## config.mk

```make
export PLATFORM = sky130hd
export DESIGN_NAME = edge_event_arbiter
export DESIGN_NICKNAME = d
export VERILOG_FILES = /design/src/rtl/edge_evt_pkg.sv /design/src/rtl/edge_detect_ch.sv /design/src/rtl/edge_event_arbiter.sv
export SDC_FILE = /design/constraint.sdc
export NUM_CORES = 1
export LEC_CHECK = 0
export CELL_PAD_IN_SITES_DETAIL_PLACEMENT = 0
export CELL_PAD_IN_SITES_GLOBAL_PLACEMENT = 1
export CORE_ASPECT_RATIO = 1.25
export CORE_UTILIZATION = 34
export CTS_CLUSTER_DIAMETER = 120
export DETAILED_ROUTE_END_ITERATION = 10
export HOLD_SLACK_MARGIN = 0.08
export PLACE_DENSITY_LB_ADDON = 0.1
export SLEW_MARGIN = 20
export SYNTH_ARGS = -nofsm -noshare
export SYNTH_HDL_FRONTEND = slang
export SYNTH_SLANG_ARGS = --single-unit
export TNS_END_PERCENT = 1
```

## constraint.sdc

```tcl
create_clock -name sys_clk -period 1.3 [get_ports sys_clk]
set_input_delay 0.13 -clock sys_clk [delete_from_list [all_inputs] [get_ports sys_clk]]
set_output_delay 0.13 -clock sys_clk [all_outputs]
set_load 0.02 [all_outputs]
```

## src/rtl/edge_evt_pkg.sv

```systemverilog
// edge_evt_pkg: edge-mode encodings, arbiter state type and round-robin search helper
package edge_evt_pkg;

    localparam logic [1:0] EDGE_OFF  = 2'b00;
    localparam logic [1:0] EDGE_RISE = 2'b01;
    localparam logic [1:0] EDGE_FALL = 2'b10;
    localparam logic [1:0] EDGE_BOTH = 2'b11;

    typedef enum logic {IDLE, OFFER} arb_state_t;

    // First set bit of pend searching from last+1 upward, wrapping at n; returns last when none is set
    function automatic int rr_next(input logic [15:0] pend, input int last, input int n);
        int   sel;
        int   idx;
        logic found;
        sel   = last;
        found = 1'b0;
        for (int k = 1; k <= 16; k++) begin
            idx = (last + k) % n;
            if (k <= n && !found && pend[idx[3:0]]) begin
                sel   = idx;
                found = 1'b1;
            end
        end
        return sel;
    endfunction

endpackage

```

## src/rtl/edge_detect_ch.sv

```systemverilog
// edge_detect_ch: one channel's synchroniser, edge history and mode-qualified edge detect
module edge_detect_ch
    import edge_evt_pkg::*;
(
    input  logic       clk,
    input  logic       rst,
    input  logic       sig,
    input  logic       en,
    input  logic [1:0] sel,
    output logic       rise,
    output logic       fall,
    output logic       det
);
    logic s1, s2, s3;

    // Two-flop synchroniser plus history flop; edge pulses are registered so a
    // new level reaches the pending register three edges after its first sample
    always_ff @(posedge clk) begin
        if (rst) begin
            s1   <= 1'b0;
            s2   <= 1'b0;
            s3   <= 1'b0;
            rise <= 1'b0;
            fall <= 1'b0;
        end else begin
            s1   <= sig;
            s2   <= s1;
            s3   <= s2;
            rise <= s2 & ~s3;
            fall <= ~s2 & s3;
        end
    end

    assign det = en & (sel != EDGE_OFF) &
                 ((rise & (sel == EDGE_RISE || sel == EDGE_BOTH)) |
                  (fall & (sel == EDGE_FALL || sel == EDGE_BOTH)));

endmodule

```

## src/rtl/edge_event_arbiter.sv

```systemverilog
// edge_event_arbiter: latches per-channel edge events and serialises them round-robin onto one valid/ready port
module edge_event_arbiter
    import edge_evt_pkg::*;
#(
    parameter  int N_CH = 4,
    localparam int CH_W = $clog2(N_CH)
) (
    input  logic              sys_clk,
    input  logic              sys_rst,
    input  logic [N_CH-1:0]   sig_in,
    input  logic [N_CH-1:0]   ch_en,
    input  logic [2*N_CH-1:0] edge_sel,
    output logic              evt_valid,
    input  logic              evt_ready,
    output logic [CH_W-1:0]   evt_ch,
    output logic              evt_rise,
    output logic [N_CH-1:0]   ovf,
    input  logic [N_CH-1:0]   ovf_clr
);
    logic [N_CH-1:0] rise, fall, det, pending, pol, offered, done;
    logic [N_CH-1:0] pending_n, pol_n, ovf_n;
    logic [CH_W-1:0] last_grant, next_ch, ch_n;
    logic            rise_n, renew, renew_n;
    arb_state_t      state, state_n;

    for (genvar i = 0; i < N_CH; i++) begin : g_ch
        edge_detect_ch u_det (
            .clk  (sys_clk),
            .rst  (sys_rst),
            .sig  (sig_in[i]),
            .en   (ch_en[i]),
            .sel  (edge_sel[2*i+1:2*i]),
            .rise (rise[i]),
            .fall (fall[i]),
            .det  (det[i])
        );
    end

    assign evt_valid = state == OFFER;
    assign offered   = evt_valid ? (N_CH'(1) << evt_ch) : '0;
    assign done      = offered & {N_CH{evt_ready}};
    assign next_ch   = CH_W'(rr_next(16'(pending), int'(last_grant), N_CH));

    // A handshake retires the pending bit unless a newer edge arrived while offered (renew);
    // the offered channel keeps its pending state even if disabled mid-offer
    assign pending_n = det | (pending & ~(done & {N_CH{~renew}}) & (ch_en | offered));
    assign pol_n     = (det & rise & ~fall) | (~det & pol);
    assign ovf_n     = (det & (pending | offered) & ~done) | (ovf & ~ovf_clr);

    // Arbiter next state: pick the next pending channel in IDLE, hold the offer until ready
    always_comb begin
        state_n = state;
        ch_n    = evt_ch;
        rise_n  = evt_rise;
        renew_n = 1'b0;
        if (state == IDLE) begin
            if (|pending) begin
                state_n = OFFER;
                ch_n    = next_ch;
                rise_n  = pol[next_ch];
                renew_n = det[next_ch];
            end
        end else begin
            state_n = evt_ready ? IDLE : OFFER;
            renew_n = ~evt_ready & (renew | det[evt_ch]);
        end
    end

    // State, event bookkeeping and offered-event registers
    always_ff @(posedge sys_clk) begin
        if (sys_rst) begin
            state      <= IDLE;
            pending    <= '0;
            pol        <= '0;
            ovf        <= '0;
            evt_ch     <= '0;
            evt_rise   <= 1'b0;
            renew      <= 1'b0;
            last_grant <= CH_W'(N_CH - 1);
        end else begin
            state    <= state_n;
            pending  <= pending_n;
            pol      <= pol_n;
            ovf      <= ovf_n;
            evt_ch   <= ch_n;
            evt_rise <= rise_n;
            renew    <= renew_n;
            if (state == OFFER && evt_ready)
                last_grant <= evt_ch;
        end
    end

endmodule

```

**Word level (Yosys, flattened, before mapping)**

Index checks and enable logic that the tools add are counted.

- Output and inout port bits: 8
- ROM bits: 0
- Memories: 0
- Input bits: 23
- Bits in writable memories: 0
- Register bits after elaboration: 39
- Word-level logic and storage cells: 168
- Latch bits: 0

- Reduce and logical (&&, ||, !) cells: 25
- Equality and inequality tests: 12
- Bitwise operators: 65
- Shifts and indexed selects: 1
- Div/mod/pow operators: 0
- Add/sub/neg operators: 4
- $mul: 0
- $lt $le $gt $ge: 6
- Multiplexer cells: 27

Operators with widths:

| cell | count |
|---|---|
| 4-bit AND | 10 |
| 1-bit AND | 25 |
| 4-bit by 5-bit less-than comparator with 1-bit output (second input constant) | 4 |
| 4-bit NOT | 5 |
| 4-bit bitwise OR | 5 |
| 2-bit == test (second input constant) | 8 |
| 1-bit 2-to-1 mux | 15 |
| 1-bit binary-select mux with 3-bit select | 4 |
| 1-bit NOT | 11 |
| 2-bit by 1-bit == test with 1-bit output (second input constant) | 4 |
| 1-bit logical OR | 8 |
| 2-bit 2-to-1 mux | 4 |
| 2-bit nonzero test | 4 |
| 2-bit OR reduction | 4 |
| 1-bit binary-select mux with 2-bit select | 3 |
| 2-bit by 3-bit less-than comparator with 1-bit output (second input constant) | 2 |
| 1-bit bitwise OR | 5 |
| 2-bit by 1-bit adder with 2-bit output (second input constant) | 2 |
| 2-bit adder (second input constant) | 2 |
| 1-bit AND (first input constant) | 4 |
| 1-bit logical AND | 4 |
| 4-bit 2-to-1 mux | 1 |
| 4-bit OR reduction | 1 |
| 1-bit by 2-bit << shifter with 4-bit output (first input constant) | 1 |
| other kinds (2) | 4 |

**Logic depth before layout (Yosys ltp)**

- Depth after elaboration: 19
- Mapped depth: 6

**Cells and area by module**

A second synthesis with hierarchy kept.

- Cells, all modules: 173
- Area, all modules: 1620.3 µm²

By module, submodules not included:

| module | seq. area each (µm²) | instances | area an instance (µm²) | cells each |
|---|---|---|---|---|
| edge_event_arbiter | 380.4 | 1 | 989.7 | 125 |
| edge_detect_ch | 100.1 | 4 | 157.7 | 12 |

**Least setup slack after synthesis**

No wires, ideal clock.

- Path kind: reg2reg
- Start point: register evt_ch[0]
- End point: register renew
- Setup time: 87 ps
- Path buffers: 1
- Arrival: 1380 ps
- Clock period less this slack: 1467 ps
- Slack: -167 ps
- Data required time: 1213 ps
- Cell stages (with the launch flop): 5
- Cells stage by stage: dfxtp_1 clkbuf_1 mux4_2 a211o_1 o31ai_1

- Word-level cells in the longest chain between the ends: 5

RTL lines:

| element | RTL line | source |
|---|---|---|
| from (decl) | edge_event_arbiter.sv:15 | `output logic [CH_W-1:0] evt_ch,` |
| from (signal assigned) | edge_event_arbiter.sv:85 | `evt_ch <= ch_n;` |
| 1-bit binary-select mux with 2-bit select | edge_event_arbiter.sv:65 | `renew_n = ~evt_ready & (renew \| det[evt_ch]);` |
| 1-bit 2-to-1 mux (not written as such) | edge_event_arbiter.sv:65 |  |
| 1-bit bitwise OR | edge_event_arbiter.sv:65 |  |
| 1-bit AND | edge_event_arbiter.sv:65 |  |
| 1-bit 2-to-1 mux | edge_event_arbiter.sv:56 | `if (state == IDLE) begin` |
| to (signal assigned) | edge_event_arbiter.sv:87 | `renew <= renew_n;` |
| to (decl) | edge_event_arbiter.sv:23 | `logic rise_n, renew, renew_n;` |

No other way between the ends. The select of a mux whose other input is x is not followed.
A chain may end at the register's enable or synchronous reset.

**Worst setup path after layout**

- Start point: register pending[3]
- End point: register evt_rise

- Word-level cells in the longest chain between the ends: 14

RTL lines:

| element | RTL line | source |
|---|---|---|
| from (decl) | edge_event_arbiter.sv:20 | `logic [N_CH-1:0] rise, fall, det, pending, pol, offered, done;` |
| from (signal assigned) | edge_event_arbiter.sv:82 | `pending <= pending_n;` |
| 1-bit binary-select mux with 3-bit select | edge_evt_pkg.sv:20 | `if (k <= n && !found && pend[idx[3:0]]) begin` |
| 1-bit 2-to-1 mux (not written as such) | edge_evt_pkg.sv:20 |  |
| 1-bit 2-to-1 mux | edge_evt_pkg.sv:20 |  |
| 1-bit zero test | edge_evt_pkg.sv:20 |  |
| 1-bit logical AND | edge_evt_pkg.sv:20 |  |
| 1-bit 2-to-1 mux | edge_evt_pkg.sv:20 |  |
| 1-bit zero test | edge_evt_pkg.sv:20 |  |
| 1-bit logical AND | edge_evt_pkg.sv:20 |  |
| 1-bit 2-to-1 mux | edge_evt_pkg.sv:20 |  |
| 1-bit zero test | edge_evt_pkg.sv:20 |  |
| 1-bit logical AND | edge_evt_pkg.sv:20 |  |
| 2-bit 2-to-1 mux | edge_evt_pkg.sv:20 |  |
| 1-bit binary-select mux with 2-bit select | edge_event_arbiter.sv:60 | `rise_n = pol[next_ch];` |
| 1-bit 2-to-1 mux (not written as such) | edge_event_arbiter.sv:60 |  |
| to (signal assigned) | edge_event_arbiter.sv:86 | `evt_rise <= rise_n;` |
| to (decl) | edge_event_arbiter.sv:16 | `output logic evt_rise,` |

Several ways; a longest one is shown, not always the timed one. The select of a mux whose other input is x is not followed.

==> impl_metrics.yaml <==
pwr:
  p_sw_w: 0.000552
  p_per_area_nw_per_um2: 967
  switching_share_pct: 24.0
  power.internal_w: 0.00175
  p_leak_nw: 0.924
  power_frac_seq_pct: 53.9
  peakVddDrop_mv: 0.890
  p_clk_share_pct: 34.7
  pwr-share-comb_pct: 11.4
synth:
  synth-compound-area-share_pct: 17.6
  synth_simple_gate_area_share_pct: 29.1
  synth_cells: 173
  synth_flop_cell: "dfxtp_1"
  synth_fp_nets: 196
  ys_async_sr_fraction_pct: 0
  synth_common_cells: "dfxtp_1 (39), nand2_1 (18), a21oi_1 (17), nor2b_1 (17), nand3_1 (11)"
  synthTopCellsByArea: "dfxtp_1 (49%), nor2b_1 (6.6%), a21oi_1 (5.3%)"
  synth_edf_count: 0
  synth_top_family_by_area: "simple AND/OR/NAND/NOR gates"
  muxShareOfSynthArea_pct: 2.03
  syn-mean-instance-area_um2: 9.27
  synthAdderAreaFrac_pct: 0
  yosysWarnings: 0
  yosys.area.top_type: "dfxtp_1"
  yosys.area.top_type_share_pct: 48.7
  syn_area_um2: 1600
  synth-xor-area-share_pct: 0
  ys_ff_latch: 39
  synth_cell_type_count: 39
  yosysMostFrequentCell: "dfxtp_1"
  ys_seq_area_share_pct: 48.7
die:
  start_util_pct: 36.0
  die_h_um: 78.8
  num_rows: 27
  num_io_pins: 31
  die-area_um2: 5000
  die_w_um: 63.4
  core-area_um2: 4460
drt:
  dr.first_iter.drc_count: 63
  ant_nets: 0
  vias: 1456
  first_pass_iters: 4
  wire_per_inst_um: 13.0
  drc: 0
  wirelength_um: 3870
  routed_via_density: 4.89
cts:
  clock_latency_ns: 0.29
  cts_buffer_depth: 2
  cts_buffers: 5
  clock-sinks: 39
  cts-root-buf: "clkbuf_8"
  cts_tree: "yes"
  h-tree-depth: 2
  clk_pin_slew_worst_paths_ns: 0.08
grt:
  antenna_found_initial: 0
  grt.total_usage_pct: 16.5
  grtUsageMet1_pct: 20.2
  grt_pass1_wl_um: 6470
  met3_usage_pct: 3.74
  grt_pass1_vias: 1414
  overflow: 0
  grt_busiest_layer: "met2"
  grtUsageMet2_pct: 27.4
  grt_max_degree: 18
sta:
  final.setup_skew_ns: 0.00274
  max_freq_ghz: 0.685
  worst_slew_pin_slew_ns: 0.315
  hold_viol_final: 0
  fin_crit_sh_pct: 112
  timing.final.crit_period_ns: 1.46
  slew_violations: 0
  setup_violations: 2
  slew_headroom_pct: 79.0
  rsz0062_at_grt: "yes"
  setup_slack_ns: -0.160
finish:
  syn_to_final_growth_pct: 48.4
  drive_gt1_share_pct: 32.5
  fin_area_um2: 2380
  nNetsFinal: 262
  diodes: 0
worst_setup_path:
  crit_family: "simple AND/OR/NAND/NOR gates"
  ff2ff_path_depth: 6
  setup.worst_path.start_class: "flip-flop"
  worstPathCellList: "nor2b_4, nor3b_4, buf_4, o21a_1, a211oi_1, o32ai_1"
  cp.arrival_ns: 1.65
  r2r-start: "pending[3]"
  r2r-end: "evt_rise"
  crit_type: "reg -> reg"
  worstPathRequired_ns: 1.49
  cp.depth: 6
  cp_slowest_stage_delay_ns: 0.35
  path_max_fanout: 6
  reg2reg_slack_ns: -0.16
  cp_slowest_cell: "dfxtp_2"
  crit_buf_inv: 1
  cp-end-kind: "flip-flop"
placed_design:
  placed_cell_area_um2: 2230
  hpwlAfterDp_um: 2970
  place.gp.congestion: 0.954
  io_buffers: 30
  pre_cts_slack_ns: -0.437
hold_path:
  min_path_cells: 2
  min-delay-start: "sig_in[0]"
  timing.hold.worst.class: "in -> reg"
  holdPathEnd: "g_ch[0].u_det.s1"
status:
  violations: "negative setup slack"
  status: "finished with violations"
run:
  drv_cap: 0
==> through the flow <==
step | hold WS [ns] | utilization [%] | total power, W | TNS, ns | instances
after floorplan | 0.209 | - | 0.00136 | -0.107 | 173
after global placement | 0.381 | 50.0 | 0.00152 | -0.802 | 289
after detailed placement | 0.394 | 50.0 | 0.00152 | -0.783 | 289
after CTS | 0.380 | 52.6 | 0.00232 | -0.305 | 298
after global routing | 0.398 | 53.4 | 0.00242 | -0.472 | 298
final | 0.388 | 53.4 | 0.00230 | -0.316 | 298
==> area by class of cell <==
class / instances / area (um2)
clock buffer: 5 / 68.8
clock inverter: 3 / 20.0
fill: 438 / 2080
inverter: 5 / 18.8
multi-input combinational: 123 / 836
sequential: 39 / 798
tap: 58 / 72.6
timing repair buffer: 65 / 567
==> metal layers <==
metal | routed length, um | vias to the layer above
met5 | 0 | -
met4 | 90 | 0
met3 | 110 | 11
met2 | 1950 | 26
met1 | 1720 | 681
li1 | - | 738
==> kinds of logic (layout without fill, tap and decap cells) <==
kind of cell	count (synthesis)	in the layout
buffers and inverters	11	78
flip-flops	39	39
AND/OR/NAND/NOR	81	81
AO/OA/AOI/OAI	40	40
multiplexers	2	2
==> flip-flops by register name, indices dropped and copies added, names as in the netlist <==
register,cells
evt_ch,2
evt_rise,1
evt_valid,1
g_ch.u_det.fall,4
g_ch.u_det.rise,4
g_ch.u_det.s1,4
g_ch.u_det.s2,4
g_ch.u_det.s3,4
last_grant,2
ovf,4
pending,4
pol,4
renew,1
==> power by group through the flow <==
stage	clock network [W]	logic, W	registers [W]
3_5_place_dp	0	0.000253	0.00127
2_1_floorplan	0	0.0000897	0.00127
6_report	0.000799	0.000262	0.00124
5_1_grt	0.000891	0.000283	0.00124
3_3_place_gp	0	0.000250	0.00127
4_1_cts	0.000823	0.000254	0.00124
==> how the worst max path moves through the flow <==
stage / start / endpoint / slack [ns]
global placement: edge_sel[4] / renew / -0.39
floorplan: g_ch[2].u_det.fall / renew / -0.04
global route: g_ch[2].u_det.fall / renew / -0.23
CTS: g_ch[2].u_det.fall / renew / -0.17
finish: pending[3] / evt_rise / -0.16
detailed placement: edge_sel[4] / renew / -0.44
==> cell usage in the layout, fill, tap and decap left out, drive strengths merged, types with 2 or more instances in the layout <==
master,instances
a211oi,3
a21oi,18
a22o,4
buf,35
clkbuf,5
clkdlybuf4s50,22
clkinvlp,2
dfxtp,39
dlygate4sd2,7
inv,5
nand2,19
nand2b,9
nand3,11
nand3b,4
nand4b,4
nor2,8
nor2b,18
nor3b,5
o21a,2
o21ai,5
==> timing repair <==
| action | 4_1_cts | 5_1_grt |
|---|---|---|
| endpoints found under the setup margin | 14 | 9 |
| setup buffers | 1 | 0 |
| hold buffers | 0 | 0 |
| pin swaps | 3 | 3 |
| resized for setup | 19 | 14 |
(Power assumes the default switching activity.)
